File: config.mk
export PLATFORM = sky130hd
export DESIGN_NAME = nearest_search_ctrl
export DESIGN_NICKNAME = d
export VERILOG_FILES = /design/src/rtl/search_pkg.sv /design/src/rtl/nearest_search_ctrl_dist.sv /design/src/rtl/nearest_search_ctrl.sv
export SDC_FILE = /design/constraint.sdc
export NUM_CORES = 2
export LEC_CHECK = 0
export BUFFER_PORTS_ARGS = -buffer_cell sky130_fd_sc_hd__buf_2
export CAP_MARGIN = 20
export CORE_UTILIZATION = 50
export DETAILED_ROUTE_END_ITERATION = 6
export PLACE_DENSITY = 0.81
export SKIP_CTS_REPAIR_TIMING = 1
export SKIP_LAST_GASP = 1
export SLEW_MARGIN = 40
export SYNTH_ARGS = -nofsm -noshare
export SYNTH_HDL_FRONTEND = slang
export SYNTH_SLANG_ARGS = --single-unit
File: constraint.sdc
create_clock -name clk_in -period 13.2 [get_ports clk_in]
set_clock_uncertainty 0.15 [all_clocks]
set_input_delay 0.66 -clock clk_in [delete_from_list [all_inputs] [get_ports clk_in]]
set_output_delay 0.66 -clock clk_in [all_outputs]
set_load 0.03 [all_outputs]
File: src/rtl/search_pkg.sv
// Shared types and constants for the nearest-vertex search controller.
// Holds the FSM state type, default vector geometry and the "no result yet" distance.
package search_pkg;

  localparam int unsigned DefDim   = 9;
  localparam int unsigned DefWidth = 32;

  // Sliced to WIDTH by users; supports distance widths up to 64 bits.
  localparam logic [63:0] DistAllOnes = '1;

  typedef enum logic [1:0] {
    StIdle,
    StFetch,
    StDrain,
    StDone
  } state_e;

endpackage

File: src/rtl/nearest_search_ctrl_dist.sv
// Squared Euclidean distance unit: accumulates (v-q)^2 as one dimension arrives per strobe,
// and presents the total one cycle after the last dimension (DIM-1) is delivered.
module nearest_search_ctrl_dist
  import search_pkg::*;
#(
  parameter int unsigned DIM   = DefDim,
  parameter int unsigned WIDTH = DefWidth
) (
  input  logic                      clk_in,
  input  logic                      rst_in,
  input  logic [DIM-1:0]            data_valid_in,
  input  logic [DIM-1:0][WIDTH-1:0] vertex_pos_in,
  input  logic [DIM-1:0][WIDTH-1:0] query_pos_in,
  output logic                      data_valid_out,
  output logic [WIDTH-1:0]          dist_out
);

  logic [WIDTH-1:0] acc_q, acc_d;
  logic [WIDTH-1:0] dist_q, dist_d;
  logic             vld_q, vld_d;
  logic [WIDTH-1:0] sel_v, sel_q, diff, term, sum;

  // Strobes are one-hot, so OR-selecting the active dimension needs only one multiplier.
  always_comb begin
    sel_v = '0;
    sel_q = '0;
    for (int d = 0; d < DIM; d++) begin
      if (data_valid_in[d]) begin
        sel_v = sel_v | vertex_pos_in[d];
        sel_q = sel_q | query_pos_in[d];
      end
    end
    diff = (sel_v > sel_q) ? (sel_v - sel_q) : (sel_q - sel_v);
    term = diff * diff;
    sum  = acc_q + term;
  end

  always_comb begin
    acc_d  = acc_q;
    dist_d = dist_q;
    vld_d  = 1'b0;
    if (|data_valid_in) begin
      if (data_valid_in[DIM-1]) begin
        dist_d = sum;
        vld_d  = 1'b1;
        acc_d  = '0;
      end else begin
        acc_d = sum;
      end
    end
  end

  always_ff @(posedge clk_in or negedge rst_in) begin
    if (!rst_in) begin
      acc_q  <= '0;
      dist_q <= '0;
      vld_q  <= 1'b0;
    end else begin
      acc_q  <= acc_d;
      dist_q <= dist_d;
      vld_q  <= vld_d;
    end
  end

  assign data_valid_out = vld_q;
  assign dist_out       = dist_q;

endmodule

File: src/rtl/nearest_search_ctrl.sv
// Nearest-vertex search: streams each candidate vertex from memory into the distance unit,
// one vertex in flight at a time, and keeps the minimum squared distance and its index.
module nearest_search_ctrl
  import search_pkg::*;
#(
  parameter int unsigned DIM     = DefDim,
  parameter int unsigned WIDTH   = DefWidth,
  parameter int unsigned ADDR_W  = 16,
  parameter int unsigned CNT_W   = 8,
  parameter int unsigned MEM_LAT = 2,
  parameter int unsigned TIMEOUT = 64
) (
  input  logic                      clk_in,
  input  logic                      rst_in,
  input  logic                      start_in,
  input  logic [ADDR_W-1:0]         cand_base_in,
  input  logic [CNT_W-1:0]          cand_count_in,
  input  logic [DIM-1:0][WIDTH-1:0] query_pos_in,
  output logic                      mem_rd_out,
  output logic [ADDR_W-1:0]         mem_addr_out,
  input  logic [WIDTH-1:0]          mem_data_in,
  output logic                      busy_out,
  output logic                      done_out,
  output logic                      found_out,
  output logic [WIDTH-1:0]          best_dist_out,
  output logic [CNT_W-1:0]          best_idx_out,
  output logic                      error_out
);

  localparam int unsigned DimW = (DIM > 1) ? $clog2(DIM) : 1;
  localparam int unsigned TmrW = $clog2(TIMEOUT + 1);

  // Assert asynchronously, release on the next edge so logic leaves reset cleanly.
  logic rst_sync_q;
  always_ff @(posedge clk_in or negedge rst_in) begin
    if (!rst_in) rst_sync_q <= 1'b0;
    else         rst_sync_q <= 1'b1;
  end

  state_e                      state_q, state_d;
  logic [ADDR_W-1:0]           addr_q, addr_d;
  logic [CNT_W-1:0]            count_q, count_d;
  logic [CNT_W-1:0]            idx_q, idx_d;
  logic [CNT_W-1:0]            best_idx_q, best_idx_d;
  logic [WIDTH-1:0]            best_dist_q, best_dist_d;
  logic [DimW-1:0]             dim_q, dim_d;
  logic [TmrW-1:0]             tmr_q, tmr_d;
  logic                        found_q, found_d;
  logic                        error_q, error_d;
  logic [MEM_LAT-1:0]          pvld_q, pvld_d;
  logic [MEM_LAT-1:0][DimW-1:0] pdim_q, pdim_d;

  logic                        dist_valid;
  logic [WIDTH-1:0]            dist_val;
  logic [DIM-1:0]              dv_in;
  logic [DIM-1:0][WIDTH-1:0]   vpos_in;
  logic                        last_cand;
  logic                        dim_last;
  logic                        tmr_expired;

  assign last_cand   = ({1'b0, idx_q} + (CNT_W + 1)'(1)) >= {1'b0, count_q};
  assign dim_last    = (dim_q == DimW'(DIM - 1));
  assign tmr_expired = (tmr_q == TmrW'(TIMEOUT - 1));

  always_ff @(posedge clk_in or negedge rst_sync_q) begin
    if (!rst_sync_q) state_q <= StIdle;
    else             state_q <= state_d;
  end

  always_comb begin
    state_d = state_q;
    unique case (state_q)
      StIdle:  if (start_in) state_d = (cand_count_in == '0) ? StDone : StFetch;
      StFetch: if (dim_last) state_d = StDrain;
      StDrain: begin
        if (dist_valid)       state_d = last_cand ? StDone : StFetch;
        else if (tmr_expired) state_d = StDone;
      end
      StDone:  state_d = StIdle;
      default: state_d = StIdle;
    endcase
  end

  always_comb begin
    mem_rd_out = (state_q == StFetch);
    busy_out   = (state_q != StIdle);
    done_out   = (state_q == StDone);
  end

  always_comb begin
    addr_d      = addr_q;
    count_d     = count_q;
    idx_d       = idx_q;
    best_idx_d  = best_idx_q;
    best_dist_d = best_dist_q;
    dim_d       = dim_q;
    tmr_d       = tmr_q;
    found_d     = found_q;
    error_d     = error_q;
    // Tag each read with its dimension and delay it to line up with the returned word.
    pvld_d[0]   = mem_rd_out;
    pdim_d[0]   = dim_q;
    for (int i = 1; i < MEM_LAT; i++) begin
      pvld_d[i] = pvld_q[i-1];
      pdim_d[i] = pdim_q[i-1];
    end
    unique case (state_q)
      StIdle: begin
        if (start_in) begin
          addr_d      = cand_base_in;
          count_d     = cand_count_in;
          idx_d       = '0;
          dim_d       = '0;
          tmr_d       = '0;
          best_idx_d  = '0;
          best_dist_d = DistAllOnes[WIDTH-1:0];
          found_d     = 1'b0;
          error_d     = 1'b0;
        end
      end
      StFetch: begin
        addr_d = addr_q + ADDR_W'(1);
        dim_d  = dim_last ? '0 : dim_q + DimW'(1);
        tmr_d  = '0;
      end
      StDrain: begin
        tmr_d = tmr_q + TmrW'(1);
        if (dist_valid) begin
          found_d = 1'b1;
          // Strict compare keeps the earlier index on ties.
          if (dist_val < best_dist_q) begin
            best_dist_d = dist_val;
            best_idx_d  = idx_q;
          end
          idx_d = idx_q + CNT_W'(1);
          tmr_d = '0;
        end else if (tmr_expired) begin
          error_d = 1'b1;
        end
      end
      default: ;
    endcase
  end

  always_ff @(posedge clk_in or negedge rst_sync_q) begin
    if (!rst_sync_q) begin
      addr_q      <= '0;
      count_q     <= '0;
      idx_q       <= '0;
      best_idx_q  <= '0;
      best_dist_q <= DistAllOnes[WIDTH-1:0];
      dim_q       <= '0;
      tmr_q       <= '0;
      found_q     <= 1'b0;
      error_q     <= 1'b0;
      pvld_q      <= '0;
      pdim_q      <= '0;
    end else begin
      addr_q      <= addr_d;
      count_q     <= count_d;
      idx_q       <= idx_d;
      best_idx_q  <= best_idx_d;
      best_dist_q <= best_dist_d;
      dim_q       <= dim_d;
      tmr_q       <= tmr_d;
      found_q     <= found_d;
      error_q     <= error_d;
      pvld_q      <= pvld_d;
      pdim_q      <= pdim_d;
    end
  end

  always_comb begin
    dv_in   = '0;
    vpos_in = '0;
    if (pvld_q[MEM_LAT-1]) begin
      dv_in[pdim_q[MEM_LAT-1]]   = 1'b1;
      vpos_in[pdim_q[MEM_LAT-1]] = mem_data_in;
    end
  end

  nearest_search_ctrl_dist #(
    .DIM   (DIM),
    .WIDTH (WIDTH)
  ) u_dist (
    .clk_in         (clk_in),
    .rst_in         (rst_sync_q),
    .data_valid_in  (dv_in),
    .vertex_pos_in  (vpos_in),
    .query_pos_in   (query_pos_in),
    .data_valid_out (dist_valid),
    .dist_out       (dist_val)
  );

  assign mem_addr_out  = addr_q;
  assign found_out     = found_q;
  assign best_dist_out = best_dist_q;
  assign best_idx_out  = best_idx_q;
  assign error_out     = error_q;

endmodule

==> impl_metrics.yaml <==
status:
  run_status: "complete, no violations"
critical_path:
  crit_top_cell: "fa_1"
  cp.arrival_ns: 12.91
  required_ns: 13.35
  slowest_delay_ns: 0.63
  timing.critical_path.buf_inv: 9
  rrSetupSlack_ns: 0.45
  critical-path-top-delay-family: "adder cells"
  critPathMaxFanout: 22
  end_kind: "flip-flop"
  startpoint: "pdim_q[6]"
  rr_worst_depth: 43
  critPathKind: "flip-flop to flip-flop"
  cp-endpoint: "u_dist.acc_q[30]"
  cp_num_cells: 43
  start_kind: "flip-flop"
  slowest_stage: "xor2_1"
  crit-reg2reg-capture: "u_dist.acc_q[30]"
  r2r-start: "pdim_q[6]"
synthesis:
  synth_cell_types: 80
  synth-xor-area-share_pct: 3.35
  synth_nets: 4088
  synthAdderAreaFrac_pct: 41.1
  syn_area_um2: 26800
  synthCells: 3102
  synth_top_family_by_area: "adder cells"
  yosys_warnings: 0
  synthArstFlopShare_pct: 100
  synth_top_area_share_pct: 29.8
  synth_compound_area_share_pct: 15.1
  ys.flop_type: "dfrtp_1"
  synth_area_leaders: "fa_1 (30%), dfrtp_1 (12%), ha_1 (11%)"
  synth_area_per_cell_um2: 8.63
  netlist.top_cell.by_area: "fa_1"
  ys_seq_area_share_pct: 15.4
  synth_enable_flop_cells: 0
  synth_mux_area_share_pct: 0.477
  yosys_register_bits: 163
  yosys.area_share.simple_pct: 12.9
clock_network:
  numCtsBuffers: 17
  cts_buffer_depth: 2
  htree_levels: 4
  insertion_delay_ns: 0.45
  cts_root_buffer: "clkbuf_16"
  tritoncts: "built"
  cts_sinks: 163
  path_clk_slew_ns: 0.06
global_routing:
  antenna_found_initial: 16
  grt_use_total_pct: 35.0
  grt_pass1_vias: 24800
  grt_pass1_wl_um: 142000
  grtUsageMet2_pct: 56.8
  met3_usage_pct: 6.87
  grt_overflow: 0
  grt_max_degree: 64
  met1_usage_pct: 41.1
  top_usage_layer: "met2"
timing:
  period_needed_ns: 12.75
  finalHoldViolCount: 0
  fin_crit_sh_pct: 96.6
  setup_violations: 0
  worst_pin_slew_ns: 0.852
  max_freq_ghz: 0.0784
  drv_slew: 0
  slew_headroom_pct: 43.0
  hold_ws_ns: 0.197
  setup_ws_ns: 0.449
place:
  place_hpwl_um: 77500
  gp_congestion: 1.07
  dp_slack_ns: 0.259
  numPortBuffers: 407
route:
  remaining_drc_errors: 0
  ant_nets: 0
  dr.pass1.iters: 7
  first_iter_violations: 2398
  viasPerCell: 5.75
  num_vias: 24200
  drt-total-wl_um: 93300
  wl_per_cell_um: 22.2
die:
  row_count: 84
  core_um2: 52800
  initial_core_util_pct: 50.7
  die_x_um: 233
  top_level_ports: 408
  die_y_um: 233
  dieArea_um2: 54500
hold_path:
  hold_path.class: "flip-flop to flip-flop"
final_layout:
  area_delta_synth_final_pct: 14.2
  drive_above_1_share_pct: 17.3
  fin_nets: 4469
  fillers: 4718
flow_run:
  drv_cap: 0
-- area by class of cell --
cell class / count / area [µm²] / share of cell area [%]
clock inverters: 5 / 38.8 / 0.127
diodes: 20 / 50.0 / 0.164
flip-flops and latches: 163 / 4120 / 13.5
multi-input cells: 2122 / 19700 / 64.4
clock buffers: 27 / 547 / 1.79
inverters: 694 / 2610 / 8.52
well taps: 688 / 861 / 2.82
repair buffers: 485 / 2660 / 8.70
-- layout by cell type (no fill, tap or decap), types with 18 or more instances in the layout --
cell type	n
a22oi_1	97
nor2_1	192
xnor2_1	74
a21oi_1	88
nand2_1	366
o21bai_1	18
a211oi_1	18
a21o_1	55
and2_1	41
nand4_1	25
clkbuf_16	20
o22a_1	33
dfstp_2	32
ha_1	237
buf_2	408
nor3_1	43
o21ai_0	106
nand2b_1	18
fa_1	399
diode_2	20
nand3_1	31
inv_1	689
dfrtp_1	130
buf_4	71
a22o_1	45
-- Yosys cell counts (7+ instances only) --
| cell type | count |
|---|---|
| o21bai_1 | 18 |
| o21ai_0 | 106 |
| a22oi_1 | 97 |
| a31oi_1 | 19 |
| xnor2_1 | 78 |
| nand2b_1 | 19 |
| and2_1 | 41 |
| o21a_1 | 14 |
| a32o_1 | 7 |
| dfrtp_1 | 131 |
| nor2_1 | 196 |
| a211oi_1 | 18 |
| ha_1 | 240 |
| xor2_1 | 18 |
| nand3_1 | 31 |
| o31ai_1 | 8 |
| buf_2 | 25 |
| o22ai_1 | 13 |
| nand2_1 | 366 |
| a22o_1 | 45 |
| or2_2 | 11 |
| nor2b_1 | 18 |
| and3_1 | 8 |
| o22a_1 | 33 |
| inv_1 | 690 |
| a21o_1 | 55 |
| a311oi_1 | 13 |
| clkbuf_1 | 88 |
| a21oi_1 | 88 |
| fa_1 | 399 |
| nand4_1 | 25 |
| nor3_1 | 50 |
| dfstp_2 | 32 |
-- stage by stage --
stage | area [µm²] | TNS, ns | utilization, % | cells
after floorplan | 26800 | 0 | - | 3102
after global placement | 29800 | 0 | 56.4 | 4147
after detailed placement | 29800 | 0 | 56.5 | 4150
after CTS | 30400 | 0 | 57.6 | 4182
after global routing | 30600 | -0.0728 | 57.9 | 4199
final | 30600 | 0 | 58.0 | 4204
-- per-layer routing --
metal	share of wire, %	vias to the layer above
li1	-	10700
met5	0	-
met3	8.3	343
met2	47	1379
met4	9.1	0
met1	36	11800
-- sequential cells by signal, indices dropped and copies added, names as in the netlist, 7 cells and up --
register / count
best_idx_out: 8
best_dist_out: 32
u_dist.dist_out: 32
count_q: 8
u_dist.acc_q: 32
idx_q: 8
tmr_q: 7
mem_addr_out: 16
-- logic make-up (layout without fill, tap and decap cells) --
kind of cell,count (synthesis),in the layout
DFF,163,163
buffers and inverters,817,1211
adders and majority gates,639,639
AOI/OAI and AO/OA,581,581
muxes,12,12
other,1,21
xor gates and xnor gates,99,99
and+or+nand+nor,790,790
-- worst min path at each step --
stage,from,end,cells after the start
floorplan,pdim_d[4],pdim_q[4],0
global placement,pvld_q[0],pvld_q[1],0
detailed placement,pvld_q[0],pvld_q[1],0
CTS,rst_in,rst_sync_q,1
global route,pvld_q[0],pvld_q[1],0
finish,pdim_d[5],pdim_q[5],0
Power is left out: the tool's default activity adds up to more than one toggle a clock period on the data nets, which glitch-free logic cannot reach.
